`config.mk`:
```
export PLATFORM = sky130hd
export DESIGN_NAME = turn_decoder
export DESIGN_NICKNAME = d
export VERILOG_FILES = /design/src/rtl/turn_decoder.sv
export SDC_FILE = /design/constraint.sdc
export NUM_CORES = 1
export LEC_CHECK = 0
export ABC_AREA = 0
export BUFFER_PORTS_ARGS = -buffer_cell sky130_fd_sc_hd__buf_2
export CAP_MARGIN = 15
export CORE_ASPECT_RATIO = 1.75
export CORE_MARGIN = 2
export CORE_UTILIZATION = 41
export CTS_CLUSTER_SIZE = 28
export DETAILED_ROUTE_END_ITERATION = 8
export HOLD_SLACK_MARGIN = 0.15
export PLACE_DENSITY_LB_ADDON = 0.25
export SETUP_SLACK_MARGIN = 0.05
export SYNTH_ARGS = -nofsm -noshare
export SYNTH_HDL_FRONTEND = slang
export SYNTH_SLANG_ARGS = --single-unit
```
`constraint.sdc`:
```
create_clock -name clk_3125KHz -period 3.09 [get_ports clk_3125KHz]
set_input_delay 0.7725 -clock clk_3125KHz [delete_from_list [all_inputs] [get_ports clk_3125KHz]]
set_output_delay 0.7725 -clock clk_3125KHz [all_outputs]
set_load 0.01 [all_outputs]
```
`src/rtl/turn_decoder.sv`:
```
// turn_decoder: follows a line-following bot around a fixed 30-node arena.
// Each relative turn is combined with the current absolute heading, and the
// adjacency table is then used to find the next node. Every node the bot
// visits is recorded in a show-ahead FIFO that the CPU can read back.
module turn_decoder #(
    parameter logic [4:0] START_NODE = 5'd0,
    parameter logic [1:0] START_HDG  = 2'd0,
    parameter int         LOG_DEPTH  = 32
) (
    input  logic       clk_3125KHz,
    input  logic       rst_n,
    input  logic       CPU_start,
    input  logic       turn_valid,
    input  logic [1:0] turn_taken,
    input  logic       node_flag,
    input  logic       log_rd,
    output logic [4:0] realtime_pos,
    output logic [1:0] heading,
    output logic [4:0] next_node,
    output logic       next_valid,
    output logic       path_err,
    output logic [4:0] log_data,
    output logic       log_empty,
    output logic       log_full,
    output logic [5:0] log_count
);

    localparam int PW = (LOG_DEPTH > 1) ? $clog2(LOG_DEPTH) : 1;
    localparam logic [5:0]    DEPTH_CNT = 6'(LOG_DEPTH);
    localparam logic [PW-1:0] PTR_LAST  = PW'(LOG_DEPTH - 1);
    localparam logic [4:0]    NE        = 5'd31;   // no edge in this direction

    localparam logic [2:0] S_IDLE        = 3'd0;
    localparam logic [2:0] S_WAIT_TURN   = 3'd1;
    localparam logic [2:0] S_LOOKUP      = 3'd2;
    localparam logic [2:0] S_WAIT_ARRIVE = 3'd3;
    localparam logic [2:0] S_ERROR       = 3'd4;

    // Arena adjacency, one row per node packed as {N, E, S, W}.
    function automatic logic [19:0] adj_row(input logic [4:0] node);
        case (node)
            5'd0:  adj_row = {5'd1,  NE,     NE,     NE    };
            5'd1:  adj_row = {5'd2,  5'd29,  5'd0,   NE    };
            5'd2:  adj_row = {5'd3,  NE,     5'd1,   NE    };
            5'd3:  adj_row = {5'd4,  NE,     5'd2,   NE    };
            5'd4:  adj_row = {5'd5,  NE,     5'd3,   NE    };
            5'd5:  adj_row = {5'd6,  NE,     5'd4,   NE    };
            5'd6:  adj_row = {5'd7,  NE,     5'd5,   NE    };
            5'd7:  adj_row = {5'd8,  NE,     5'd6,   NE    };
            5'd8:  adj_row = {5'd9,  NE,     5'd7,   NE    };
            5'd9:  adj_row = {NE,    5'd10,  5'd8,   NE    };
            5'd10: adj_row = {NE,    5'd11,  NE,     5'd9  };
            5'd11: adj_row = {NE,    5'd12,  NE,     5'd10 };
            5'd12: adj_row = {NE,    5'd13,  NE,     5'd11 };
            5'd13: adj_row = {NE,    5'd14,  NE,     5'd12 };
            5'd14: adj_row = {NE,    5'd15,  NE,     5'd13 };
            5'd15: adj_row = {NE,    5'd16,  NE,     5'd14 };
            5'd16: adj_row = {NE,    5'd17,  NE,     5'd15 };
            5'd17: adj_row = {NE,    5'd18,  NE,     5'd16 };
            5'd18: adj_row = {NE,    5'd19,  NE,     5'd17 };
            5'd19: adj_row = {5'd28, NE,     NE,     5'd18 };
            5'd20: adj_row = {NE,    5'd21,  5'd29,  NE    };
            5'd21: adj_row = {NE,    5'd22,  NE,     5'd20 };
            5'd22: adj_row = {NE,    5'd23,  NE,     5'd21 };
            5'd23: adj_row = {NE,    5'd24,  NE,     5'd22 };
            5'd24: adj_row = {NE,    5'd25,  NE,     5'd23 };
            5'd25: adj_row = {NE,    5'd26,  NE,     5'd24 };
            5'd26: adj_row = {NE,    5'd27,  NE,     5'd25 };
            5'd27: adj_row = {NE,    5'd28,  NE,     5'd26 };
            5'd28: adj_row = {NE,    NE,     5'd19,  5'd27 };
            5'd29: adj_row = {5'd20, NE,     NE,     5'd1  };
            default: adj_row = {NE, NE, NE, NE};
        endcase
    endfunction

    // Select the neighbour in absolute direction hdg from a packed row.
    function automatic logic [4:0] adj_pick(input logic [19:0] row, input logic [1:0] hdg);
        case (hdg)
            2'd0:    adj_pick = row[19:15];
            2'd1:    adj_pick = row[14:10];
            2'd2:    adj_pick = row[9:5];
            default: adj_pick = row[4:0];
        endcase
    endfunction

    // Circular pointer advance that also works for non power-of-two depths.
    function automatic logic [PW-1:0] ptr_inc(input logic [PW-1:0] p);
        if (p == PTR_LAST) begin
            ptr_inc = '0;
        end else begin
            ptr_inc = p + 1'b1;
        end
    endfunction

    logic [2:0]    state_q, state_d;
    logic [4:0]    pos_q, pos_d;
    logic [1:0]    hdg_q, hdg_d;
    logic [4:0]    next_node_q, next_node_d;
    logic          next_valid_q, next_valid_d;
    logic          path_err_q, path_err_d;
    logic          push_s;
    logic [4:0]    push_data_s;
    logic [4:0]    lookup_s;

    logic [4:0]    mem_q [LOG_DEPTH];
    logic [PW-1:0] wr_q, wr_d, rd_q, rd_d;
    logic [5:0]    count_q, count_d;
    logic          empty_q, empty_d, full_q, full_d;
    logic [4:0]    log_data_q, log_data_d;
    logic          do_push_s, do_pop_s;

    assign lookup_s = adj_pick(adj_row(pos_q), hdg_q);

    // Tracking FSM: next-state and datapath updates, plus the log push request.
    always_comb begin
        state_d      = state_q;
        pos_d        = pos_q;
        hdg_d        = hdg_q;
        next_node_d  = next_node_q;
        next_valid_d = next_valid_q;
        path_err_d   = path_err_q;
        push_s       = 1'b0;
        push_data_s  = 5'd0;
        case (state_q)
            S_IDLE: begin
                if (CPU_start) begin
                    pos_d       = START_NODE;
                    hdg_d       = START_HDG;
                    push_s      = 1'b1;
                    push_data_s = START_NODE;
                    state_d     = S_WAIT_TURN;
                end else begin
                    state_d = S_IDLE;
                end
            end
            S_WAIT_TURN: begin
                if (turn_valid) begin
                    hdg_d   = hdg_q + turn_taken;   // 2-bit wrap gives mod 4
                    state_d = S_LOOKUP;
                end else begin
                    state_d = S_WAIT_TURN;
                end
            end
            S_LOOKUP: begin
                if (lookup_s == NE) begin
                    path_err_d = 1'b1;
                    state_d    = S_ERROR;
                end else begin
                    next_node_d  = lookup_s;
                    next_valid_d = 1'b1;
                    state_d      = S_WAIT_ARRIVE;
                end
            end
            S_WAIT_ARRIVE: begin
                if (node_flag) begin
                    pos_d        = next_node_q;
                    next_valid_d = 1'b0;
                    push_s       = 1'b1;
                    push_data_s  = next_node_q;
                    state_d      = S_WAIT_TURN;
                end else begin
                    state_d = S_WAIT_ARRIVE;
                end
            end
            S_ERROR: begin
                state_d = S_ERROR;   // only reset leaves this state
            end
            default: begin
                state_d = S_IDLE;
            end
        endcase
    end

    // Log FIFO control: pop is decided first so a full FIFO can accept a push
    // in the same cycle it is read; the show-ahead head is precomputed here.
    always_comb begin
        do_pop_s  = log_rd & (count_q != 6'd0);
        do_push_s = push_s & ((count_q != DEPTH_CNT) | do_pop_s);
        rd_d      = do_pop_s  ? ptr_inc(rd_q) : rd_q;
        wr_d      = do_push_s ? ptr_inc(wr_q) : wr_q;
        count_d   = count_q + {5'd0, do_push_s} - {5'd0, do_pop_s};
        empty_d   = (count_d == 6'd0);
        full_d    = (count_d == DEPTH_CNT);
        if (do_push_s && (rd_d == wr_q)) begin
            log_data_d = push_data_s;       // new entry becomes the head
        end else begin
            log_data_d = mem_q[rd_d];
        end
    end

    // State and FIFO bookkeeping registers with synchronous active-low reset.
    always_ff @(posedge clk_3125KHz) begin
        if (!rst_n) begin
            state_q      <= S_IDLE;
            pos_q        <= START_NODE;
            hdg_q        <= START_HDG;
            next_node_q  <= 5'd0;
            next_valid_q <= 1'b0;
            path_err_q   <= 1'b0;
            wr_q         <= '0;
            rd_q         <= '0;
            count_q      <= 6'd0;
            empty_q      <= 1'b1;
            full_q       <= 1'b0;
            log_data_q   <= 5'd0;
        end else begin
            state_q      <= state_d;
            pos_q        <= pos_d;
            hdg_q        <= hdg_d;
            next_node_q  <= next_node_d;
            next_valid_q <= next_valid_d;
            path_err_q   <= path_err_d;
            wr_q         <= wr_d;
            rd_q         <= rd_d;
            count_q      <= count_d;
            empty_q      <= empty_d;
            full_q       <= full_d;
            log_data_q   <= log_data_d;
        end
    end

    // Log storage; contents are left as-is across reset.
    always_ff @(posedge clk_3125KHz) begin
        if (do_push_s) begin
            mem_q[wr_q] <= push_data_s;
        end
    end

    assign realtime_pos = pos_q;
    assign heading      = hdg_q;
    assign next_node    = next_node_q;
    assign next_valid   = next_valid_q;
    assign path_err     = path_err_q;
    assign log_data     = log_data_q;
    assign log_empty    = empty_q;
    assign log_full     = full_q;
    assign log_count    = count_q;

endmodule

```
; ---- Yosys cells after proc, flatten, opt, wreduce, memory -nomap -nowiden
; Memories as Yosys holds them, arrays and structs flattened. A register that Yosys moved wholly into a read port is not among the register bits.
; Index checks and enable logic that the tools add are counted.
[totals]
ramBits = 160
n_memories = 2
output_inout_bits = 27
romBits = 640
reg_bits = 35
wordCells = 77
input_bits = 8
[op_classes]
n_reduce_logical = 13
muxes = 27
bitwise = 4
n_eq_ne = 15
addsub = 5
[mem_list]
columns = name, depth, width, read_ports, rd_ports_with_merged_regs, write_ports, line_no
row1 = (name not given), 32, 20, 1, 1, 0, 41  ; case (node)
row2 = mem_q, 32, 5, 1, 1, 1, 105  ; logic [4:0] mem_q [LOG_DEPTH];
[ops]
columns = op, n
row1 = $mux W5, 9
row2 = $eq A5 B5 Y1 const B, 3
row3 = $pmux W3 S5, 1
row4 = $pmux W5 S3, 1
row5 = $add A5 B1 Y5 const B, 2
row6 = $pmux W5 S2, 1
row7 = $reduce_and A3 Y1, 3
row8 = $mux W2, 4
row9 = $ne A2 B2 Y1 const B, 4
row10 = $mux W1, 7
row11 = $add A6 B1 Y6, 1
row12 = $eq A3 B2 Y1 const B, 2
row13 = $eq A6 B6 Y1 const B, 1
row14 = $logic_not A6 Y1, 1
row15 = $ne A6 B6 Y1 const B, 1
row16 = $reduce_bool A2 Y1, 3
row17 = $reduce_bool A6 Y1, 1
row18 = $sub A6 B1 Y6, 1
row19 = $pmux W1 S2, 2
row20 = $pmux W2 S2, 1
row21 = $reduce_and A2 Y1, 2
row22 = $eq A3 B1 Y1 const B, 1
row23 = $eq A3 B3 Y1 const B, 1
row24 = $logic_not A3 Y1, 1
row25 = other kinds (9), 10

; ---- Logic depth before layout (Yosys ltp)
[logic_depth]
ltp_word = 7
depth_mapped = 16
ltp_nobuf = 14

; ---- Worst setup path before layout
; Ideal clock, no wire load.
[synth_timing]
kind = in2reg
startpoint = input node_flag
endpoint = register (tool-made name)
path_slack_ps = -149
path_stages = 12
setup_time_ps = 131
n_path_buf = 1
arrival_time_ps = 3108
required_ps = 2959
cell_sequence = and4b_1 > and2_1 > a21oi_1 > nor2_1 > ha_1 > clkbuf_1 > inv_1 > a211o_1 > mux2i_1 > a31oi_1 > o31ai_1 > a21oi_1
[synth_rtl]
columns = element, line_no
row1 = "start, declared", 15  ; input logic node_flag,

; ---- Worst setup path after layout
[layout_timing]
startpoint = register rd_q[0]
endpoint = register log_data_q[3], in the netlist log_data[3], read port of mem_q
[layout_between]
elab_chain_cells = 3
elab_cells_between_ends = 4
classes_between = add/sub: 1 / eq/ne: 1 / mux: 2
[layout_lines]
columns = element, line_no
row1 = "start, declared", 106  ; logic [PW-1:0] wr_q, wr_d, rd_q, rd_d;
row2 = "start signal, assigned", 214  ; rd_q <= rd_d;
row3 = $add A5 B1 Y5 or $eq A5 B5 Y1 (tied branches), "91, 88"
row4 = $mux W5, 88  ; if (p == PTR_LAST) begin
row5 = $mux W5 (*), 179  ; rd_d = do_pop_s ? ptr_inc(rd_q) : rd_q;
row6 = "end, declared", 109  ; logic [4:0] log_data_q, log_data_d;
; Mark *: on every way between the ends. The rest lies on a longest branch, timed or not.
; A chain may end at the register's enable or synchronous reset.

==> flow_metrics.py <==
metrics = {
    "power_and_ir_drop": {
        "p_int_w": 0.00573,
        "p_total_w": 0.00840,
        "switchingPower_w": 0.00266,
        "switching_share": 0.317,
        "seqPwrFrac": 0.391,
        "clkPwrFrac": 0.308,
        "pwr-share-comb": 0.301,
        "ir_drop_mv": 0.502,
        "p_leak_nw": 4.56,
        "power_density_nw_per_um2": 675,
    },
    "placement": {
        "io_buffer_count": 34,
        "dp_hpwl_um": 20700,
        "place.gp.congestion": 0.889,
    },
    "clock_network": {
        "cts_sinks": 220,
        "clkLatencyLatePin_ns": 0.51,
        "clkTransAtPathRegs_ns": 0.06,
        "hold_buffers": 0,
        "numCtsBuffers": 22,
        "cts_root_buf": "clkbuf_16",
        "tritoncts": "done",
        "cts_setup_buffers": 0,
        "clockBufferDepth": 3,
        "htree_levels": 1,
    },
    "layout": {
        "insertedDiodeCount": 0,
        "drive_above_1_share": 0.235,
        "final_util": 0.497,
        "nFillCells": 2251,
        "syn_to_final_growth_pct": 19.7,
        "fin_nets": 1059,
    },
    "timing": {
        "rsz0062_at_grt": "true",
        "finalCritPeriodShare": 0.956,
        "tightest_slew_ns": 0.462,
        "skew_ns": 0.0110,
        "fmax_ghz": 0.339,
        "max-slew-margin-rel": 0.684,
        "tns_ns": 0,
        "post-route-min-period_ns": 2.95,
        "setup_viol": 0,
        "slew_viol_final": 0,
        "hold_viol_final": 0,
    },
    "setup_path": {
        "start_kind": "flop",
        "required_ns": 3.47,
        "critPathArrivalTime_ns": 3.33,
        "critPathCaptureType": "flop",
        "r2r_start": "rd_q[0]",
        "worstPathMaxFanout": 18,
        "reg2reg_slack_ns": 0.14,
        "path_class": "flop to flop",
        "r2r_end": "log_data[3]",
        "reg2reg_depth": 11,
    },
    "yosys": {
        "syn-instance-count": 907,
        "yosysTopAreaCellShare": 0.462,
        "yosysMostFrequentCell": "edfxtp_1",
        "synthFlopType": "edfxtp_1",
        "synthesis.area_sq_um": 10400,
        "yosys-top-cells-count": "edfxtp_1 (160), nor2_1 (80), nand2_1 (78)",
        "synth_largest_area_cell": "edfxtp_1",
        "async_flop_share": 0,
        "synth_seq_area_share": 0.578,
        "synth_edf_count": 160,
        "synth_area_leaders": "edfxtp_1 (46%), dfxtp_1 (12%), nor2_1 (2.9%), nand2_1 (2.8%), ha_1 (2.6%)",
        "syn_nets": 938,
        "yosys_register_bits": 220,
        "ys_warn_count": 0,
        "syn_avg_cell_area_sq_um": 11.5,
        "synth_cell_types": 75,
    },
    "run": {
        "cap_viol_max_count": 0,
    },
    "worst_hold_path": {
        "whs_endpoint": "path_err",
        "whs_path_depth": 2,
        "hold_class": "flop to flop",
        "min-delay-start": "path_err",
    },
    "grt": {
        "grt_max_degree": 47,
        "grt_pass1_vias": 8061,
        "grt_first_pass_wirelength_um": 44100,
        "gr-total-overflow": 0,
        "grt_antenna_before_repair": 0,
        "track_usage": 0.214,
    },
    "drt": {
        "drtPass1Iterations": 6,
        "ant_nets": 0,
        "wl_um": 28900,
        "routedWlPerCell_um": 21.3,
        "vias_per_cell": 5.71,
        "vias": 7754,
        "drt_first_iter_violations": 539,
        "post-route-drc-count": 0,
    },
    "floorplanning": {
        "die-width_um": 124,
        "fp-row-count": 77,
        "dieArea_sq_um": 26700,
        "core_area_sq_um": 25000,
        "io_pins": 35,
        "die_h_um": 215,
        "initial_core_util": 0.415,
    },
    "status": {
        "status": "finished clean",
    },
}
[worst max-delay path by stage]
stage | cells past startpoint | start | end | slack, ns
2_1_floorplan | 12 | CPU_start | log_full | 0.05
5_1_grt | 11 | rd_q[0] | log_data[1] | 0.006
6_report | 11 | rd_q[0] | log_data[3] | 0.14
4_1_cts | 11 | rd_q[0] | log_data[1] | 0.06
3_3_place_gp | 9 | log_rd | log_data[1] | 0.05
3_5_place_dp | 9 | log_rd | log_data[1] | 0.01
[flip-flops by register name, indices dropped and copies added, names as in the netlist, named ones only]
name / flops
log_empty: 1
rd_q: 5
mem_q: 160
next_node: 5
heading: 2
log_count: 6
path_err: 1
state_q: 3
realtime_pos: 5
next_valid: 1
log_data: 5
log_full: 1
wr_q: 5
[cells by family after synthesis]
logic type	share of synthesized area
and+or+nand+nor	0.152
AOI/OAI and AO/OA	0.154
DFF	0.578
buffers and inverters	0.0330
muxes	0.0480
adders and majority gates	0.0284
xor gates and xnor gates	0.00759
[routing by layer]
metal / share of wire / GRT usage / wire [um]
met4: 0.069 / 0.147 / 2000
met5: 0 / 0 / 0
met3: 0.036 / 0.0215 / 1050
met2: 0.55 / 0.414 / 16000
met1: 0.34 / 0.209 / 9890
[power groups by stage]
stage	clock network, W	registers (W)	logic [W]
4_1_cts	0.00263	0.00328	0.00250
3_3_place_gp	0	0.00335	0.00246
6_report	0.00259	0.00328	0.00253
2_1_floorplan	0	0.00336	0.00163
5_1_grt	0.00274	0.00329	0.00276
3_5_place_dp	0	0.00335	0.00249
[cells in the final DEF, fill, tap and decap left out, types with 22 or more instances in the layout]
| master | Yosys | final |
|---|---|---|
| a211oi_1 | 36 | 35 |
| a21oi_1 | 39 | 39 |
| and3_1 | 38 | 38 |
| buf_2 | 16 | 34 |
| buf_4 | 1 | 113 |
| clkbuf_16 | 0 | 23 |
| dfxtp_1 | 60 | 60 |
| edfxtp_1 | 160 | 160 |
| ha_1 | 22 | 22 |
| nand2_1 | 78 | 76 |
| nand3_1 | 34 | 34 |
| nor2_1 | 80 | 79 |
| o21ai_0 | 38 | 38 |
[area by class of cell]
class                      count  area [sq um]  area share
sequential                   220          6010       0.483
multi-input combinational    610          4110       0.330
timing repair buffer         155          1170      0.0940
clock buffer                  30           622      0.0500
tap                          316           395      0.0318
clock inverter                 9          71.3     0.00573
inverter                      19          71.3     0.00573
[per-stage QoR]
stage	instance area, sq um	instances	hold slack, ns	setup WS, ns
2_1_floorplan	10400	907	0.492	0.0532
4_1_cts	12400	1359	0.507	0.0621
3_5_place_dp	11700	1320	0.489	0.0140
3_3_place_gp	11700	1320	0.488	0.0527
6_report	12400	1359	0.502	0.137
5_1_grt	12400	1359	0.543	0.00564
[critical path, cell delays in order, from the launching register on]
cell,delay [ns]
dfxtp_1,0.32
ha_1,0.20
and3_1,0.19
ha_1,0.21
and2b_1,0.25
nand3_2,0.16
and2_2,0.31
buf_12,0.18
mux2i_1,0.27
a211oi_1,0.14
nor4_1,0.43
o31ai_1,0.15
[repair_timing]
item | 4_1_cts | 5_1_grt
pin swaps | 0 | 0
endpoints found under the setup margin | 1 | 7
resized for setup | 1 | 17
Note: power is estimated with default switching activity, not from simulation.
